$ cat config.mk
export PLATFORM = sky130hd
export DESIGN_NAME = opcode_sequencer
export DESIGN_NICKNAME = d
export VERILOG_FILES = /design/src/rtl/seq_pkg.sv /design/src/rtl/ack_timer.sv /design/src/rtl/opcode_sequencer.sv
export SDC_FILE = /design/constraint.sdc
export NUM_CORES = 1
export LEC_CHECK = 0
export ABC_AREA = 1
export BUFFER_PORTS_ARGS = -buffer_cell sky130_fd_sc_hd__buf_4
export CORE_MARGIN = 2
export CORE_UTILIZATION = 45
export DETAILED_ROUTE_END_ITERATION = 12
export GPL_TIMING_DRIVEN = 0
export PLACE_DENSITY_LB_ADDON = 0.05
export REMOVE_ABC_BUFFERS = 1
export SYNTH_ARGS = -nofsm -noshare
export SYNTH_HDL_FRONTEND = slang
export SYNTH_SLANG_ARGS = --single-unit
$ cat constraint.sdc
create_clock -name clk -period 3.75 [get_ports clk]
set_input_delay 0.375 -clock clk [delete_from_list [all_inputs] [get_ports clk]]
set_output_delay 0.375 -clock clk [all_outputs]
set_load 0.05 [all_outputs]
$ cat src/rtl/seq_pkg.sv
// Shared types and constants for the opcode sequencer: FSM states, program-word
// field positions and the ALU load opcodes used by program assemblers.
package seq_pkg;

  typedef enum logic [2:0] {
    S_IDLE,
    S_FETCH,
    S_DECODE,
    S_ISSUE,
    S_HOLD,
    S_DONE
  } seq_state_e;

  localparam int HALT_BIT = 15;
  localparam int HOLD_MSB = 14;
  localparam int HOLD_LSB = 12;
  localparam int OPC_MSB  = 11;

  localparam logic [3:0] ALU_LD_A = 4'b1001;
  localparam logic [3:0] ALU_LD_B = 4'b1011;
  localparam logic [3:0] ALU_LD_C = 4'b1100;

  // Field order follows the ROM word layout, MSB first.
  typedef struct packed {
    logic                       halt;
    logic [HOLD_MSB-HOLD_LSB:0] hold;
    logic [OPC_MSB:0]           opc;
  } prog_word_t;

  function automatic prog_word_t unpack_word(input logic [HALT_BIT:0] w);
    return prog_word_t'(w);
  endfunction

endpackage

$ cat src/rtl/ack_timer.sv
// Loadable 8-bit down-counter bounding how long an issued opcode waits for ack.
// expired flags the cycle whose decrement brings the count to zero.
module ack_timer (
  input  logic       clk,
  input  logic       rst,
  input  logic       load,
  input  logic [7:0] load_val,
  input  logic       en,
  output logic       expired
);

  logic [7:0] count;

  always_ff @(posedge clk) begin
    if (rst)
      count <= '0;
    else if (load)
      count <= load_val;
    else if (en && count != 8'd0)
      count <= count - 8'd1;
  end

  assign expired = en && (count == 8'd1);

endmodule

$ cat src/rtl/opcode_sequencer.sv
// Fetches program words from a synchronous ROM and issues 12-bit opcodes with a
// valid/ack handshake; stops on HALT, end of program, or ack timeout.
module opcode_sequencer
  import seq_pkg::*;
#(
  parameter int ADDR_W      = 6,
  parameter int ACK_TIMEOUT = 15
) (
  input  logic              clk,
  input  logic              rst,
  input  logic              start,
  output logic [ADDR_W-1:0] prog_addr,
  input  logic [15:0]       prog_data,
  output logic [11:0]       opcode,
  output logic              opcode_valid,
  input  logic              ack,
  output logic              busy,
  output logic              done,
  output logic              error,
  output logic [ADDR_W-1:0] pc
);

  if (ACK_TIMEOUT < 1 || ACK_TIMEOUT > 255) begin : g_bad_timeout
    $error("ACK_TIMEOUT must be in 1..255");
  end

  localparam logic [ADDR_W-1:0] LAST_ADDR = '1;
  localparam logic [7:0]        TMO_LOAD  = 8'(ACK_TIMEOUT);

  seq_state_e        state;
  logic [2:0]        hold_cnt;
  prog_word_t        word;
  logic [ADDR_W-1:0] pc_inc;
  logic              last;
  logic              tmr_load, tmr_en, tmr_expired;

  assign word   = unpack_word(prog_data);
  assign pc_inc = pc + 1'b1;
  assign last   = (pc == LAST_ADDR);

  assign tmr_load = (state == S_DECODE) && !word.halt;
  assign tmr_en   = (state == S_ISSUE);

  ack_timer u_ack_timer (
    .clk      (clk),
    .rst      (rst),
    .load     (tmr_load),
    .load_val (TMO_LOAD),
    .en       (tmr_en),
    .expired  (tmr_expired)
  );

  always_ff @(posedge clk) begin
    if (rst) begin
      state        <= S_IDLE;
      pc           <= '0;
      prog_addr    <= '0;
      opcode       <= '0;
      hold_cnt     <= '0;
      opcode_valid <= 1'b0;
      busy         <= 1'b0;
      done         <= 1'b0;
      error        <= 1'b0;
    end else begin
      done <= 1'b0;
      unique case (state)
        S_IDLE: begin
          if (start) begin
            pc        <= '0;
            prog_addr <= '0;
            error     <= 1'b0;
            busy      <= 1'b1;
            state     <= S_FETCH;
          end
        end
        // prog_addr already equals pc; this cycle covers the ROM read latency.
        S_FETCH: state <= S_DECODE;
        S_DECODE: begin
          if (word.halt) begin
            state <= S_DONE;
          end else begin
            opcode       <= word.opc;
            hold_cnt     <= word.hold;
            opcode_valid <= 1'b1;
            state        <= S_ISSUE;
          end
        end
        S_ISSUE: begin
          // ack is checked first so it wins over a same-cycle expiry.
          if (ack) begin
            opcode_valid <= 1'b0;
            if (hold_cnt != 3'd0) begin
              state <= S_HOLD;
            end else if (last) begin
              state <= S_DONE;
            end else begin
              pc        <= pc_inc;
              prog_addr <= pc_inc;
              state     <= S_FETCH;
            end
          end else if (tmr_expired) begin
            opcode_valid <= 1'b0;
            error        <= 1'b1;
            state        <= S_DONE;
          end
        end
        S_HOLD: begin
          hold_cnt <= hold_cnt - 3'd1;
          if (hold_cnt == 3'd1) begin
            if (last) begin
              state <= S_DONE;
            end else begin
              pc        <= pc_inc;
              prog_addr <= pc_inc;
              state     <= S_FETCH;
            end
          end
        end
        S_DONE: begin
          busy  <= 1'b0;
          done  <= 1'b1;
          state <= S_IDLE;
        end
        default: state <= S_IDLE;
      endcase
    end
  end

endmodule

==> flow_summary.ini, run 1 <==
[cells_and_area]
syn2layout_area_growth_pct = 21.84
fin_nets = 338
final_cells = 363
n_antenna_cell = 0
utilization = 0.5745
nFillCells = 409
drive_gt1_frac = 0.2492

[clock_network]
hold_buffers = 0
cts_tree = built
ctsResizeCount = 0
clk_pin_slew_worst_paths_ns = 0.08
postCtsSetupBuffers = 0
cts-root-buf = clkbuf_8
clk_latency_ns = 0.29
clk_path_buf_depth = 2
cts_inserted_buffers = 5
clock-sinks = 36
htree_levels = 2

[sta]
skew_ns = 0.008939
period_needed_ns = 2.503
setup_viol = 0
max_clock_freq_ghz = 0.3994
worst_pin_slew_ns = 1.239
min_period_over_period = 0.6676
hold_ws_ns = 0.3047
fin_tns_setup_ns = 0
slew_headroom = 0.1697
rsz0062_at_grt = no
finalMaxSlewViolations = 0
final_hold_viol_count = 0

[global_routing]
antenna_found_initial = 0
grt_max_degree = 22
grtUsageTotal = 0.1754
grt_overflow = 0
grt_pass1_wl_um = 6975
grt_pass1_vias = 1639

[drt]
wl_per_cell_um = 11.05
avgViaCountPerCell = 4.884
dr.pass1.iters = 4
wirelength_um = 4011
drc = 0
antenna_left = 0
vias = 1773
drt_iter0_markers = 104

[setup_path]
cp.depth = 7
end_kind = register
cp_top_family = simple AND/OR/NAND/NOR gates
crit_chain = inv_2 > nand2_2 > nor3_2 > inv_2 > nand2_1 > o21ai_1 > a21oi_1
critPathBufInv = 2
worst-r2r-setup-slack_ns = 1.25
crit_slowest_cell = nor3_2
cpMostUsedCell = inv_2
crit_path_start_kind = register
worstPathMaxFanout = 21
r2r_cells = 7
r2r-end = u_ack_timer.count[3]
required_ns = 3.97
critPathMaxStageDelay_ns = 0.93
path_class = reg2reg
rr_startpoint = state[2]
cp.arrival_ns = 2.73

[placed_design]
io_buffers = 47
dp_hpwl_um = 2900
gp_congestion = 0.8328
post-place-cells = 355

[power_and_ir_drop]
intPower_uw = 651.3
power.share.combinational = 0.303
p_switching_uw = 369.3
power_density_nw_per_um2 = 437.8
clkPwrFrac = 0.265
seqPwrFrac = 0.432
p_leak_uw = 0.001109
vdd_ir_drop_max_mv = 0.3345
swShare = 0.3618
total_power_uw = 1021

[logic_synthesis]
ys.flop_type = dfxtp_1
yosys_warnings = 0
syn_inst = 271
async_reset_ff_frac = 0
netlist_area_sq_um = 1913
ys_ff_latch = 36
yosysSeqAreaShare = 0.3767
synth-edff-count = 0
ys_types = 33
syn-mean-instance-area_sq_um = 7.059

[floorplan]
die_h_um = 69.20
die_area_sq_um = 4789
die_width_um = 69.20
start_util = 0.4715
io_pins = 48
coreArea_sq_um = 4058
row_count = 23

[run]
cap_violations = 0

[worst_hold_path]
holdPathStages = 3
hp-class = in2reg
min_delay_worst_endpoint = opcode[10]
hold_start = prog_data[10]

[outcome]
status = complete, no violations
==> registers in the layout, summed over array words and instances (netlist names) <==
name               flops
opcode                12
u_ack_timer.count      8
done                   1
prog_addr              6
opcode_valid           1
hold_cnt               3
error                  1
state                  3
busy                   1
==> routing by layer <==
metal | global-route usage | up-vias | wire length, um
met4 | 0.05882 | 0 | 52
met5 | 0 | - | 0
met1 | 0.2175 | 779 | 1921
met3 | 0.05523 | 7 | 219
met2 | 0.2885 | 36 | 1817
li1 | - | 951 | -
==> tightest hold or removal path, delay by kind of cell <==
family / cells / cell delay (ns)
AND/OR/NAND/NOR: 2 / 0.11
buffers and inverters: 1 / 0.08
==> stage by stage <==
step                setup WS [ns]  instance area (sq um)
detailed placement          1.216                   2243
global route               0.8960                   2331
global placement            1.203                   2243
floorplan                   1.619                   1828
finish                      1.247                   2331
CTS                         1.188                   2331
==> power by group through the flow <==
stage / Clock, uW / Sequential [uW] / Combinational (uW)
after floorplan: 0 / 502 / 176
after global placement: 0 / 449 / 308
after detailed placement: 0 / 449 / 311
after CTS: 282 / 440 / 312
after global routing: 295 / 444 / 344
final: 271 / 440 / 309
==> layout by cell type (no fill, tap or decap), types with 3 or more instances in the layout <==
cell,n
nand2_1,45
dfxtp_1,36
clkbuf_8,5
a21oi_1,21
buf_4,47
xnor2_1,3
xor2_1,3
inv_2,6
nand3_1,19
o21ai_1,15
ha_1,6
nand4_1,3
nand2_2,8
inv_1,23
nor2_1,44
o21ai_0,5
nor3_1,5
==> cell usage after synthesis (all sizes together) (2+ instances only) <==
cell | number | area (sq um)
nand3 | 20 | 105.1
clkbuf | 2 | 7.510
nor2 | 48 | 214.0
a31oi | 2 | 12.51
dfxtp | 36 | 720.7
o21ai | 20 | 100.1
nand2 | 55 | 241.5
nor3 | 6 | 35.03
xnor2 | 3 | 26.28
xor2 | 3 | 26.28
inv | 29 | 108.9
ha | 6 | 75.07
a21oi | 21 | 105.1
buf | 11 | 77.57
nand4 | 3 | 18.77
==> how the worst max path moves through the flow <==
stage	end	start	slack, ns
finish	u_ack_timer.count[3]	state[2]	1.25
global route	u_ack_timer.count[3]	state[2]	0.90
CTS	u_ack_timer.count[2]	state[2]	1.19
detailed placement	u_ack_timer.count[2]	state[2]	1.22
global placement	u_ack_timer.count[2]	state[2]	1.20
floorplan	prog_addr[5]	prog_addr[0]	1.62
==> logic make-up (layout without fill, tap and decap cells) <==
kind of cell             count (synthesis)  after routing  share of synthesized area
adder cells (fa/ha/maj)                  6              6                    0.03924
AND/OR/NAND/NOR                        135            135                     0.3322
AO/OA/AOI/OAI                           45             45                     0.1210
flip-flops                              36             36                     0.3767
buffers and inverters                   43             85                     0.1033
XOR/XNOR                                 6              6                    0.02747
==> final cells by class <==
cell class	instances	area [sq um]	area share
sequential	36	720.7	0.3092
clock inverter	3	18.77	0.008052
inverter	30	112.6	0.04831
multi-input combinational	192	994.7	0.4267
timing repair buffer	47	352.8	0.1514
tap	50	62.56	0.02684
clock buffer	5	68.82	0.02952
No activity file was read; power rests on OpenSTA's default activity.
==> inputs of run 2 (changes only) <==
--- a/config.mk
+++ b/config.mk
@@ -5,7 +5,7 @@
 export SDC_FILE = /design/constraint.sdc
 export NUM_CORES = 1
 export LEC_CHECK = 0
-export ABC_AREA = 1
+export ABC_AREA = 0
 export BUFFER_PORTS_ARGS = -buffer_cell sky130_fd_sc_hd__buf_4
 export CORE_MARGIN = 2
 export CORE_UTILIZATION = 45
==> constraint.sdc (replaced) <==
create_clock -name clk -period 2.55 [get_ports clk]
set_input_delay 0.255 -clock clk [delete_from_list [all_inputs] [get_ports clk]]
set_output_delay 0.255 -clock clk [all_outputs]
set_load 0.05 [all_outputs]
==> flow_summary.ini, run 2 <==
[outcome]
status = complete, no violations

[setup_path]
critPathMaxStageDelay_ns = 0.62
end_kind = register
worst-r2r-setup-slack_ns = 0.64
cp-endpoint = state[2]
crit_start = state[0]
crit_path_start_kind = register
required_ns = 2.75
worstPathMaxFanout = 12
r2r-end = state[2]
crit_chain = nand3b_1 > a311o_1 > a311oi_1
path_class = reg2reg
cp.arrival_ns = 2.10
crit_slowest_cell = dfxtp_1
r2r_cells = 3
rr_startpoint = state[0]

[clock_network]
ctsResizeCount = 0
clk_path_buf_depth = 2
clock-sinks = 36
clk_pin_slew_worst_paths_ns = 0.08
hold_buffers = 0
cts-root-buf = clkbuf_8
cts_tree = built
postCtsSetupBuffers = 0
clk_latency_ns = 0.29
htree_levels = 2
cts_inserted_buffers = 5

[sta]
slew_headroom = 0.5841
rsz0062_at_grt = no
max_clock_freq_ghz = 0.5239
worst_pin_slew_ns = 0.6152
period_needed_ns = 1.909
skew_ns = 0.005046
final_hold_viol_count = 0
finalMaxSlewViolations = 0
setup_viol = 0
min_period_over_period = 0.7485

[logic_synthesis]
async_reset_ff_frac = 0
synth-edff-count = 0
synthTopCellsByArea = dfxtp_1 (39%), a21oi_1 (6.3%), nand2_1 (5.9%)
synth_common_cells = dfxtp_1 (36), nand2_1 (29), a21oi_1 (23), nor2_1 (12), nand2b_1 (10)
synth_most_common_cell = dfxtp_1
ys_types = 47
netlist_area_sq_um = 1833
post-synth-top-area-fraction = 0.3932
yosys_warnings = 0
yosysSeqAreaShare = 0.3932
syn-mean-instance-area_sq_um = 8.486
ys_ff_latch = 36
syn_inst = 216
synth_largest_area_cell = dfxtp_1
ys.flop_type = dfxtp_1

[placed_design]
io_buffers = 47
dp_hpwl_um = 2809
post-place-cells = 297
place_area_sq_um = 2177
gp_congestion = 0.7902

[cells_and_area]
ff_latch_area_sq_um = 720.7
final_common_cell = buf_4
final_cells = 305
drive_gt1_frac = 0.2510
reg.largest.list = opcode x12, u_ack_timer.count x8, prog_addr x6
final_cell_mix = buf_4 (47), dfxtp_1 (36), nand2_1 (29)
top_register = opcode
design_area_sq_um = 2270
n_antenna_cell = 0
fin_nets = 280
multi_input_area_sq_um = 1003
nFillCells = 386
syn2layout_area_growth_pct = 23.82
largest_reg_flops = 12

[drt]
wl_per_cell_um = 12.97
wirelength_um = 3956
drc = 0
antenna_left = 0
vias = 1678
avgViaCountPerCell = 5.502
dr.pass1.iters = 4
drt_iter0_markers = 209

[run]
cap_violations = 0

[global_routing]
grt_overflow = 0
grt_pass1_wl_um = 6403
grt_pass1_vias = 1431
antenna_found_initial = 0
grtUsageTotal = 0.1841
grt_max_degree = 34

[floorplan]
die_area_sq_um = 4600
die_width_um = 67.82
row_count = 23
die_h_um = 67.82
start_util = 0.4616
io_pins = 48
coreArea_sq_um = 3971

[power_and_ir_drop]
seqPwrFrac = 0.472
p_leak_uw = 0.0008819
power.share.combinational = 0.222
power_density_nw_per_um2 = 594.4
swShare = 0.3251
clkPwrFrac = 0.305
vdd_ir_drop_max_mv = 0.3321
intPower_uw = 910.6
p_switching_uw = 438.6

[worst_hold_path]
hp-class = in2reg
-- run 2: cell count changes after synthesis, moves of 5 or more --
cell and change:
a211oi_1 +5, a31oi_1 +5, nand3_1 -12, o21ai_1 -14, nor2_1 -32, mux2i_1 +5, inv_1 -17, nand2_1 -16
nand2b_1 +10, inv_2 -6, nand2_2 -8
-- run 2: critical path: cells and delay by family, from the launching register on --
kind             cells  cell delay, ns
flip-flops           1            0.62
AO/OA/AOI/OAI        2            0.73
AND/OR/NAND/NOR      1            0.46
-- run 2: power groups by stage --
stage               registers, uW  logic [uW]  clock network (uW)
CTS                           637         302                 429
global placement              649         298                   0
finish                        637         300                 412
detailed placement            650         301                   0
floorplan                     683         165                   0
global route                  643         332                 453
-- run 2: metal layers --
layer  routed length [um]  global-route usage  vias to the layer above  share of wire
met5                    0                   0                        -              0
met4                   40             0.05500                        0          0.010
met3                  208             0.05428                        6          0.053
met2                 1853              0.2941                       44           0.47
met1                 1853              0.2408                      766           0.47
li1                     -                   -                      862              -
-- run 2: worst min path at each step --
stage	startpoint	end	slack [ns]	cells after the start
after floorplan	rst	error	0.32	1
after global placement	opcode[11]	opcode[11]	0.44	2
after detailed placement	opcode[5]	opcode[5]	0.45	2
after CTS	prog_data[7]	opcode[7]	0.20	3
after global routing	prog_data[7]	opcode[7]	0.19	3
final	prog_data[7]	opcode[7]	0.21	3
-- run 2: area by class of cell --
cell class | instances | share of cell area
sequential | 36 | 0.3175
inverter | 6 | 0.009923
tap | 50 | 0.02756
clock buffer | 5 | 0.03032
clock inverter | 3 | 0.01047
timing repair buffer | 48 | 0.1621
multi-input combinational | 157 | 0.4421
-- run 2: cells by family (layout without fill, tap and decap cells) --
family,count (synthesis),count (layout),share of synthesized area
simple gates,87,87,0.2566
compound gates,59,59,0.2178
flops,36,36,0.3932
buf+inv,23,62,0.06416
fa+ha+maj,6,6,0.04095
mux,5,5,0.02730
-- run 2: stage by stage --
stage	setup TNS, ns	setup slack [ns]	hold WS, ns	total power [uW]	utilization
after global routing	0	0.4637	0.1896	1428	0.5715
after floorplan	0	0.2949	0.3241	848.3	-
after CTS	0	0.6424	0.1958	1368	0.5715
after global placement	-1.988	-0.2338	0.4435	946.4	0.5422
after detailed placement	0	0.6642	0.4483	951.3	0.5482
final	0	0.6413	0.2087	1349	0.5715
